`src/rtl/tmds_pkg.sv`:
```
// Shared TMDS definitions: the four control symbols and the word-aligner state encoding.
package tmds_pkg;

  localparam logic [9:0] CTRL_SYM_00 = 10'h354;
  localparam logic [9:0] CTRL_SYM_01 = 10'h0AB;
  localparam logic [9:0] CTRL_SYM_10 = 10'h154;
  localparam logic [9:0] CTRL_SYM_11 = 10'h2AB;

  typedef logic [1:0] state_t;

  localparam state_t HUNT    = 2'd0;
  localparam state_t CONFIRM = 2'd1;
  localparam state_t LOCKED  = 2'd2;

endpackage

```
`src/rtl/tmds_ctrl_match.sv`:
```
// Combinational TMDS control-symbol detector; reports a match and the {C1,C0} code it carries.
module tmds_ctrl_match
  import tmds_pkg::*;
(
  input  logic [9:0] i_sym,
  output logic       o_match,
  output logic [1:0] o_code
);

  always_comb begin
    o_match = 1'b1;
    o_code  = 2'b00;
    case (i_sym)
      CTRL_SYM_00: o_code = 2'b00;
      CTRL_SYM_01: o_code = 2'b01;
      CTRL_SYM_10: o_code = 2'b10;
      CTRL_SYM_11: o_code = 2'b11;
      default: begin
        o_match = 1'b0;
        o_code  = 2'b00;
      end
    endcase
  end

endmodule

```
`src/rtl/tmds_deserializer_1to10.sv`:
```
// 1:10 TMDS deserializer: shifts in serial bits, aligns on control symbols seen in blanking,
// and emits aligned 10-bit words with a valid strobe while locked.
module tmds_deserializer_1to10
  import tmds_pkg::*;
#(
  parameter int CTRL_LOCK = 4,
  parameter int MAX_GAP   = 4095
) (
  input  logic       i_clk,
  input  logic       i_rst_n,
  input  logic       i_bit,
  input  logic       i_bit_valid,
  input  logic       i_resync,
  output logic [9:0] o_data,
  output logic       o_data_valid,
  output logic       o_ctrl,
  output logic [1:0] o_ctrl_code,
  output logic       o_locked
);

  localparam int MW = $clog2(CTRL_LOCK + 1);
  localparam int GW = $clog2(MAX_GAP + 1);
  localparam logic [MW-1:0] LOCK_N = MW'(CTRL_LOCK);
  localparam logic [GW-1:0] GAP_N  = GW'(MAX_GAP);

  logic [9:0]    r_shift;
  logic [3:0]    r_fill;
  logic [3:0]    r_phase;
  logic [MW-1:0] r_match_cnt;
  logic [GW-1:0] r_gap_cnt;
  state_t        r_state;
  logic [9:0]    r_data;
  logic          r_data_valid;
  logic          r_ctrl;
  logic [1:0]    r_ctrl_code;
  logic          r_locked;

  logic [9:0]    w_shift_next;
  logic          w_filled;
  logic          w_boundary;
  logic          w_is_ctrl;
  logic [1:0]    w_code;
  logic [MW-1:0] w_match_inc;
  logic [GW-1:0] w_gap_inc;
  state_t        w_state_next;
  logic [3:0]    w_phase_next;
  logic [MW-1:0] w_match_next;
  logic [GW-1:0] w_gap_next;
  logic          w_emit;

  // Matching looks at the register as it will be after this cycle's bit lands.
  assign w_shift_next = {i_bit, r_shift[9:1]};
  assign w_filled     = (r_fill >= 4'd9);
  assign w_boundary   = (r_phase == 4'd9);
  assign w_match_inc  = r_match_cnt + MW'(1);
  assign w_gap_inc    = r_gap_cnt + GW'(1);

  tmds_ctrl_match u_ctrl_match (
    .i_sym   (w_shift_next),
    .o_match (w_is_ctrl),
    .o_code  (w_code)
  );

  always_comb begin
    w_state_next = r_state;
    w_phase_next = r_phase;
    w_match_next = r_match_cnt;
    w_gap_next   = r_gap_cnt;
    w_emit       = 1'b0;
    if (i_resync) begin
      w_state_next = HUNT;
      w_phase_next = 4'd0;
      w_match_next = '0;
      w_gap_next   = '0;
    end else if (i_bit_valid) begin
      w_phase_next = w_boundary ? 4'd0 : r_phase + 4'd1;
      case (r_state)
        HUNT: begin
          if (w_filled && w_is_ctrl) begin
            w_phase_next = 4'd0;
            w_match_next = MW'(1);
            w_gap_next   = '0;
            w_state_next = (CTRL_LOCK == 1) ? LOCKED : CONFIRM;
          end
        end
        CONFIRM: begin
          if (w_boundary) begin
            if (w_is_ctrl) begin
              w_match_next = w_match_inc;
              if (w_match_inc == LOCK_N) w_state_next = LOCKED;
            end else begin
              w_match_next = '0;
              w_state_next = HUNT;
            end
          end
        end
        LOCKED: begin
          if (w_boundary) begin
            w_emit = 1'b1;
            if (w_is_ctrl) begin
              w_gap_next = '0;
            end else if (w_gap_inc == GAP_N) begin
              // Too long without blanking: this word still goes out, then re-hunt.
              w_gap_next   = '0;
              w_match_next = '0;
              w_state_next = HUNT;
            end else begin
              w_gap_next = w_gap_inc;
            end
          end
        end
        default: w_state_next = HUNT;
      endcase
    end
  end

  always_ff @(posedge i_clk or negedge i_rst_n) begin
    if (!i_rst_n) begin
      r_shift      <= '0;
      r_fill       <= '0;
      r_phase      <= '0;
      r_match_cnt  <= '0;
      r_gap_cnt    <= '0;
      r_state      <= HUNT;
      r_data       <= '0;
      r_data_valid <= 1'b0;
      r_ctrl       <= 1'b0;
      r_ctrl_code  <= 2'b00;
      r_locked     <= 1'b0;
    end else begin
      if (i_bit_valid) begin
        r_shift <= w_shift_next;
        if (r_fill != 4'd10) r_fill <= r_fill + 4'd1;
      end
      if (w_emit) begin
        r_data      <= w_shift_next;
        r_ctrl      <= w_is_ctrl;
        r_ctrl_code <= w_code;
      end
      r_data_valid <= w_emit;
      r_state      <= w_state_next;
      r_phase      <= w_phase_next;
      r_match_cnt  <= w_match_next;
      r_gap_cnt    <= w_gap_next;
      r_locked     <= (w_state_next == LOCKED);
    end
  end

  assign o_data       = r_data;
  assign o_data_valid = r_data_valid;
  assign o_ctrl       = r_ctrl;
  assign o_ctrl_code  = r_ctrl_code;
  assign o_locked     = r_locked;

endmodule

```
`config.mk`:
```
export PLATFORM = sky130hd
export DESIGN_NAME = tmds_deserializer_1to10
export DESIGN_NICKNAME = d
export VERILOG_FILES = /design/src/rtl/tmds_pkg.sv /design/src/rtl/tmds_ctrl_match.sv /design/src/rtl/tmds_deserializer_1to10.sv
export SDC_FILE = /design/constraint.sdc
export NUM_CORES = 1
export LEC_CHECK = 0
export ABC_AREA = 1
export BUFFER_PORTS_ARGS = -buffer_cell sky130_fd_sc_hd__buf_4
export CAP_MARGIN = 20
export CORE_ASPECT_RATIO = 0.7
export CORE_MARGIN = 1
export CORE_UTILIZATION = 29
export CTS_CLUSTER_DIAMETER = 50
export DETAILED_ROUTE_END_ITERATION = 10
export REMOVE_ABC_BUFFERS = 1
export SLEW_MARGIN = 20
export SYNTH_ARGS = -nofsm -noshare
export SYNTH_HDL_FRONTEND = slang
export SYNTH_SLANG_ARGS = --single-unit
export TNS_END_PERCENT = 20
```
`constraint.sdc`:
```
create_clock -name i_clk -period 2 [get_ports i_clk]
set_input_delay 0.2 -clock i_clk [delete_from_list [all_inputs] [get_ports i_clk]]
set_output_delay 0.2 -clock i_clk [all_outputs]
set_load 0.01 [all_outputs]
```
---- Yosys cells after proc, flatten, opt, wreduce, memory -nomap -nowiden ----
Index checks and enable logic that the tools add are counted.
word-level totals
  latch bits .............................. 0
  input port bits ......................... 5
  logic and storage cells ................. 78
  memory bits (read-only) ................. 0
  memories kept ........................... 0
  register bits ........................... 50
  output and inout bits ................... 15
  bits in writable memories ............... 0
cells by class
  multipliers ............................. 0
  magnitude comparators ................... 1
  equal/unequal tests ..................... 16
  reduce and logical (&&, ||, !) cells .... 9
  bitwise gates (word level) .............. 0
  mux-type cells .......................... 37
  $add $sub $neg .......................... 4
  divide/modulo/power cells ............... 0
  shifts and indexed selects .............. 0
operator list
  operator                                                                 count
  12-bit 2-to-1 mux                                                        6
  3-bit 2-to-1 mux                                                         8
  12-bit one-hot mux with 2 select lines                                   1
  10-bit equality test (second input constant)                             2
  4-bit 2-to-1 mux                                                         5
  2-bit 2-to-1 mux                                                         9
  3-bit inequality test (second input constant)                            5
  12-bit by 1-bit adder with 12-bit output (second input constant)         1
  12-bit equality test (second input constant)                             1
  2-bit one-hot mux with 3 select lines                                    2
  10-bit by 8-bit equality test with 1-bit output (second input constant)  1
  10-bit by 9-bit equality test with 1-bit output (second input constant)  1
  3-bit one-hot mux with 3 select lines                                    1
  4-bit by 1-bit adder with 4-bit output (second input constant)           2
  7-bit AND reduction                                                      1
  1-bit 2-to-1 mux                                                         5
  2-bit equality test (second input constant)                              2
  4-bit equality test (second input constant)                              1
  4-bit >= comparator (second input constant)                              1
  4-bit inequality test (second input constant)                            1
  4-bit AND reduction                                                      1
  4-bit nonzero test                                                       1
  4-bit OR reduction                                                       1
  3-bit by 1-bit adder with 3-bit output (second input constant)           1
  7 further kinds                                                          7

---- Logic depth before layout (Yosys ltp) ----
  word-level depth ........................ 9
  depth in mapped cells ................... 15
  depth with buffers taken out ............ 15

---- Modules after synthesis ----
From an unflattened synthesis, not the netlist that was laid out.
unflattened totals
  cells, all modules ...................... 363
  area, all modules ....................... 2,815.2 µm²
modules (own cells, without submodules)
  module                   instances  area each (µm²)  sequential area each (µm²)  cells each
  tmds_deserializer_1to10  1          2,683.8          1,226.2                     332
  tmds_ctrl_match          1          131.4            0.0                         31

---- Least setup slack after synthesis ----
OpenSTA, ideal clock, no wires.
  path type ............................... register to register
  from .................................... register r_gap_cnt[1]
  to ...................................... register r_match_cnt[1]
  period minus slack after synthesis ...... 1.688 ns
  slack ................................... 0.312 ns
  data required time ...................... 1.879 ns
  stages on the path, launching flop included .. 14
  arrival time ............................ 1.567 ns
  library setup time ...................... 0.121 ns
  cell sequence ........................... dfrtp_1 ha_1 nand3_1 inv_1 nand2_1 nand2_1 nor2_1 nand2_1 nor2_2 nand2_2 o21ai_2 nand2_2 nand2_1 o21ai_1
on the way
  word-level cells in the longest chain between the ends .. 4
RTL lines
  item                                      line                            text
  from (decl)                               tmds_deserializer_1to10.sv:30   logic [GW-1:0] r_gap_cnt;
  from (signal assigned)                    tmds_deserializer_1to10.sv:144  r_gap_cnt <= w_gap_next;
  12-bit by 1-bit adder with 12-bit output  tmds_deserializer_1to10.sv:56   assign w_gap_inc = r_gap_cnt + GW'(1);
  12-bit equality test                      tmds_deserializer_1to10.sv:102  end else if (w_gap_inc == GAP_N) begin
  3-bit inequality test (no line)           -
  7-bit AND reduction (no line)             -
  to (signal assigned)                      tmds_deserializer_1to10.sv:143  r_match_cnt <= w_match_next;
  to (decl)                                 tmds_deserializer_1to10.sv:29   logic [MW-1:0] r_match_cnt;
No other way between the ends.
A chain may end at the register's enable or synchronous reset.

---- Worst setup path in the final report ----
Ends and elaborated chain as after synthesis.

==> results.cfg <==
[worst_setup_path]
worstSetupPathType = reg2reg
cp_slowest_cell = dfrtp_2
crit_chain = ha_4 > nand3_2 > inv_1 > nand2_1 > nand2_1 > nor2_2 > nand2_1 > nor2_2 > nand2_2 > o21ai_2 > nand2_2 > nand2_1 > o21ai_1
critPathRequiredTime_ns = 2.18
critPathBufInv = 1
end_kind = flop
path_delay_family = simple AND/OR/NAND/NOR gates
crit_path_max_fanout = 7
cp_common_cell = nand2_1
critPathLaunchType = flop
slowest_delay_ns = 0.47
worstPathArrival_ns = 2.05

[placement]
dpl_cell_area_um2 = 3050
io_buffers = 19
hpwl_mm = 4.40
gp_congestion = 0.770

[yosys]
synth_top_family_by_area = simple AND/OR/NAND/NOR gates
yosysSeqAreaShare = 0.445
syn_avg_cell_area_um2 = 7.97
yosysMostFrequentCell = nand2_1
ys_ff_latch = 49
ys_types = 32
synth_ff_type = dfrtp_1
synth-xor-area-share = 0.0191
synth-compound-area-share = 0.103
ys_top_cells_by_count = 102 x nand2_1, 49 x dfrtp_1, 46 x inv_1
synth_top_area_cell = dfrtp_1
yosys.area_share.simple = 0.285
synth_adder_area_share = 0.0681
synth_mux_area_frac = 0.00363
ys_top_cells_by_area = dfrtp_1 44%, nand2_1 14%, ha_1 6.8%
syn_inst = 346
syn-cell-area_um2 = 2760
synth_async_sr_flop_share = 1.00
synth_edf_count = 0
yosys_warnings = 0
synth_top_area_share = 0.445

[clock_tree]
path_clk_slew_ns = 0.07
clk_path_buf_depth = 2
cts_buffers = 5
clk_latency_ns = 0.29
htreeDepth = 2
cts.sink_count = 49
cts_root_buf = clkbuf_16
cts_tree = built

[grt]
grt_usage = 0.131
grt_start_max_net_pins = 50
grt_util_met1 = 0.197
grt_pass1_vias = 2156
met2_usage = 0.182
antenna_found_initial = 0
grt_use_met3 = 0.0307
grt_pass1_wl_mm = 10.3
gr-total-overflow = 0
busiest_layer = met1

[timing]
setup_viol = 0
fin_tns_setup_ns = 0
worst_slew_pin_slew_ns = 0.642
slew_viol_final = 0
min_period_over_period = 0.935
slew_headroom = 0.572
fmax_ghz = 0.534
hold_viol_final = 0
skew_ns = 0.00405
rsz0062_at_grt = true
min_period_ns = 1.87

[layout]
diodes = 0
fillers = 963
syn2layout_area_growth_pct = 19.6
fin_area_um2 = 3300
post-route-util = 0.361
layout-drive-gt1-share = 0.195
nets = 394

[power]
p_leak_nw = 1.54
ir_drop_v = 0.000410
p_per_area_nw_per_um2 = 714

[detailed_routing]
drc = 0
dr.pass1.iters = 4
routed_wl_mm = 6.01
vias = 2278
drt_iter0_markers = 105
postRouteAntennaNets = 0
vias_per_cell = 4.57
wl_per_cell_um = 12.0

[run]
cap_viol_max_count = 0

[floorplanning]
die_w_um = 119
core_area_um2 = 9140
initial_utilization = 0.302
std_cell_rows = 29
fp.dieH_um = 83.6
ioPinCount = 20
die_area_um2 = 9910

[min_path]
hold_path.class = in2reg

[status]
outcome = finished clean
final timing paths:
check	from	slack [ns]	endpoint	cells past startpoint
max	r_gap_cnt[1]	0.13	r_match_cnt[1]	13
min	i_bit	0.15	r_shift[9]	3
max reg2reg	r_gap_cnt[1]	0.13	r_match_cnt[1]	13
min reg2reg	o_data[8]	0.49	o_data[8]	2
max in group asynchronous	i_rst_n	1.05	r_gap_cnt[2]	2
min in group asynchronous	i_rst_n	0.46	o_data[0]	2
state kept, by name, indices dropped and copies added (netlist names):
name and flops:
o_ctrl 1, o_ctrl_code 2, o_data 10, o_data_valid 1, o_locked 1, r_fill 4
r_gap_cnt 12, r_match_cnt 3, r_phase 4, r_shift 9, r_state 2
stage by stage:
stage | hold WS, ns | worst slack, ns | std cells | total power, mW
floorplan | -0.0956 | 0.206 | 340 | 1.35
global placement | 0.274 | 0.0402 | 486 | 1.46
detailed placement | 0.275 | -0.00569 | 486 | 1.47
CTS | 0.151 | 0.0244 | 495 | 2.38
global route | 0.156 | -0.0338 | 499 | 2.49
finish | 0.152 | 0.129 | 499 | 2.35
cell usage in the layout (no fill, tap or decap), types with 4 or more instances in the layout:
master | synthesis | final
nand2_1 | 102 | 101
inv_1 | 46 | 45
dfrtp_1 | 49 | 45
o21ai_0 | 32 | 31
buf_4 | 0 | 26
nor2_1 | 23 | 18
ha_1 | 15 | 14
nand3_1 | 14 | 12
nor2_2 | 5 | 9
nand4_1 | 8 | 8
nand2_2 | 7 | 7
clkbuf_16 | 0 | 5
xor2_1 | 4 | 4
a21oi_1 | 5 | 4
o21ai_2 | 4 | 4
dfrtp_2 | 0 | 4
metal layers:
| metal | wire length, um | share of wire |
|---|---|---|
| met1 | 3340 | 0.56 |
| met2 | 2390 | 0.40 |
| met3 | 213 | 0.035 |
| met4 | 69 | 0.011 |
| met5 | 0 | 0 |
power by group:
part	switching, mW	total (mW)	leakage, nW	internal (mW)
registers	0.0891	1.16	0.644	1.08
clock network	0.416	0.899	0.0767	0.482
logic	0.179	0.292	0.824	0.112
cell type report:
cell class	count	area, um^2	share of cell area
inverters	48	180	0.0546
clock inverters	3	28.8	0.00873
repair buffers	27	205	0.0622
flip-flops and latches	49	1230	0.373
multi-input cells	243	1370	0.416
clock buffers	5	125	0.0380
well taps	124	155	0.0471
worst register-to-register path, delay by kind of cell, from the launching register on:
| family | cells | cell delay, ns |
|---|---|---|
| AOI/OAI and AO/OA | 2 | 0.24 |
| and+or+nand+nor | 9 | 0.81 |
| buffers and inverters | 1 | 0.06 |
| adders and majority gates | 1 | 0.19 |
| DFF | 1 | 0.47 |
what timing repair did:
action                                  4_1_cts  5_1_grt
cloned                                        0        0
hold endpoints to repair                     49        0
gates resized for setup                       2       17
pin swaps                                     0        5
endpoints found under the setup margin        6       28
setup buffers                                 0        4
hold buffers                                  1        0
cells by family (layout without fill, tap and decap cells):
| group | count (synthesis) | count (layout) |
|---|---|---|
| xor+xnor | 6 | 6 |
| compound gates | 51 | 51 |
| fa+ha+maj | 15 | 15 |
| mux | 1 | 1 |
| buf+inv | 54 | 83 |
| flops | 49 | 49 |
| simple gates | 170 | 170 |
Note: power is estimated with default switching activity, not from simulation.
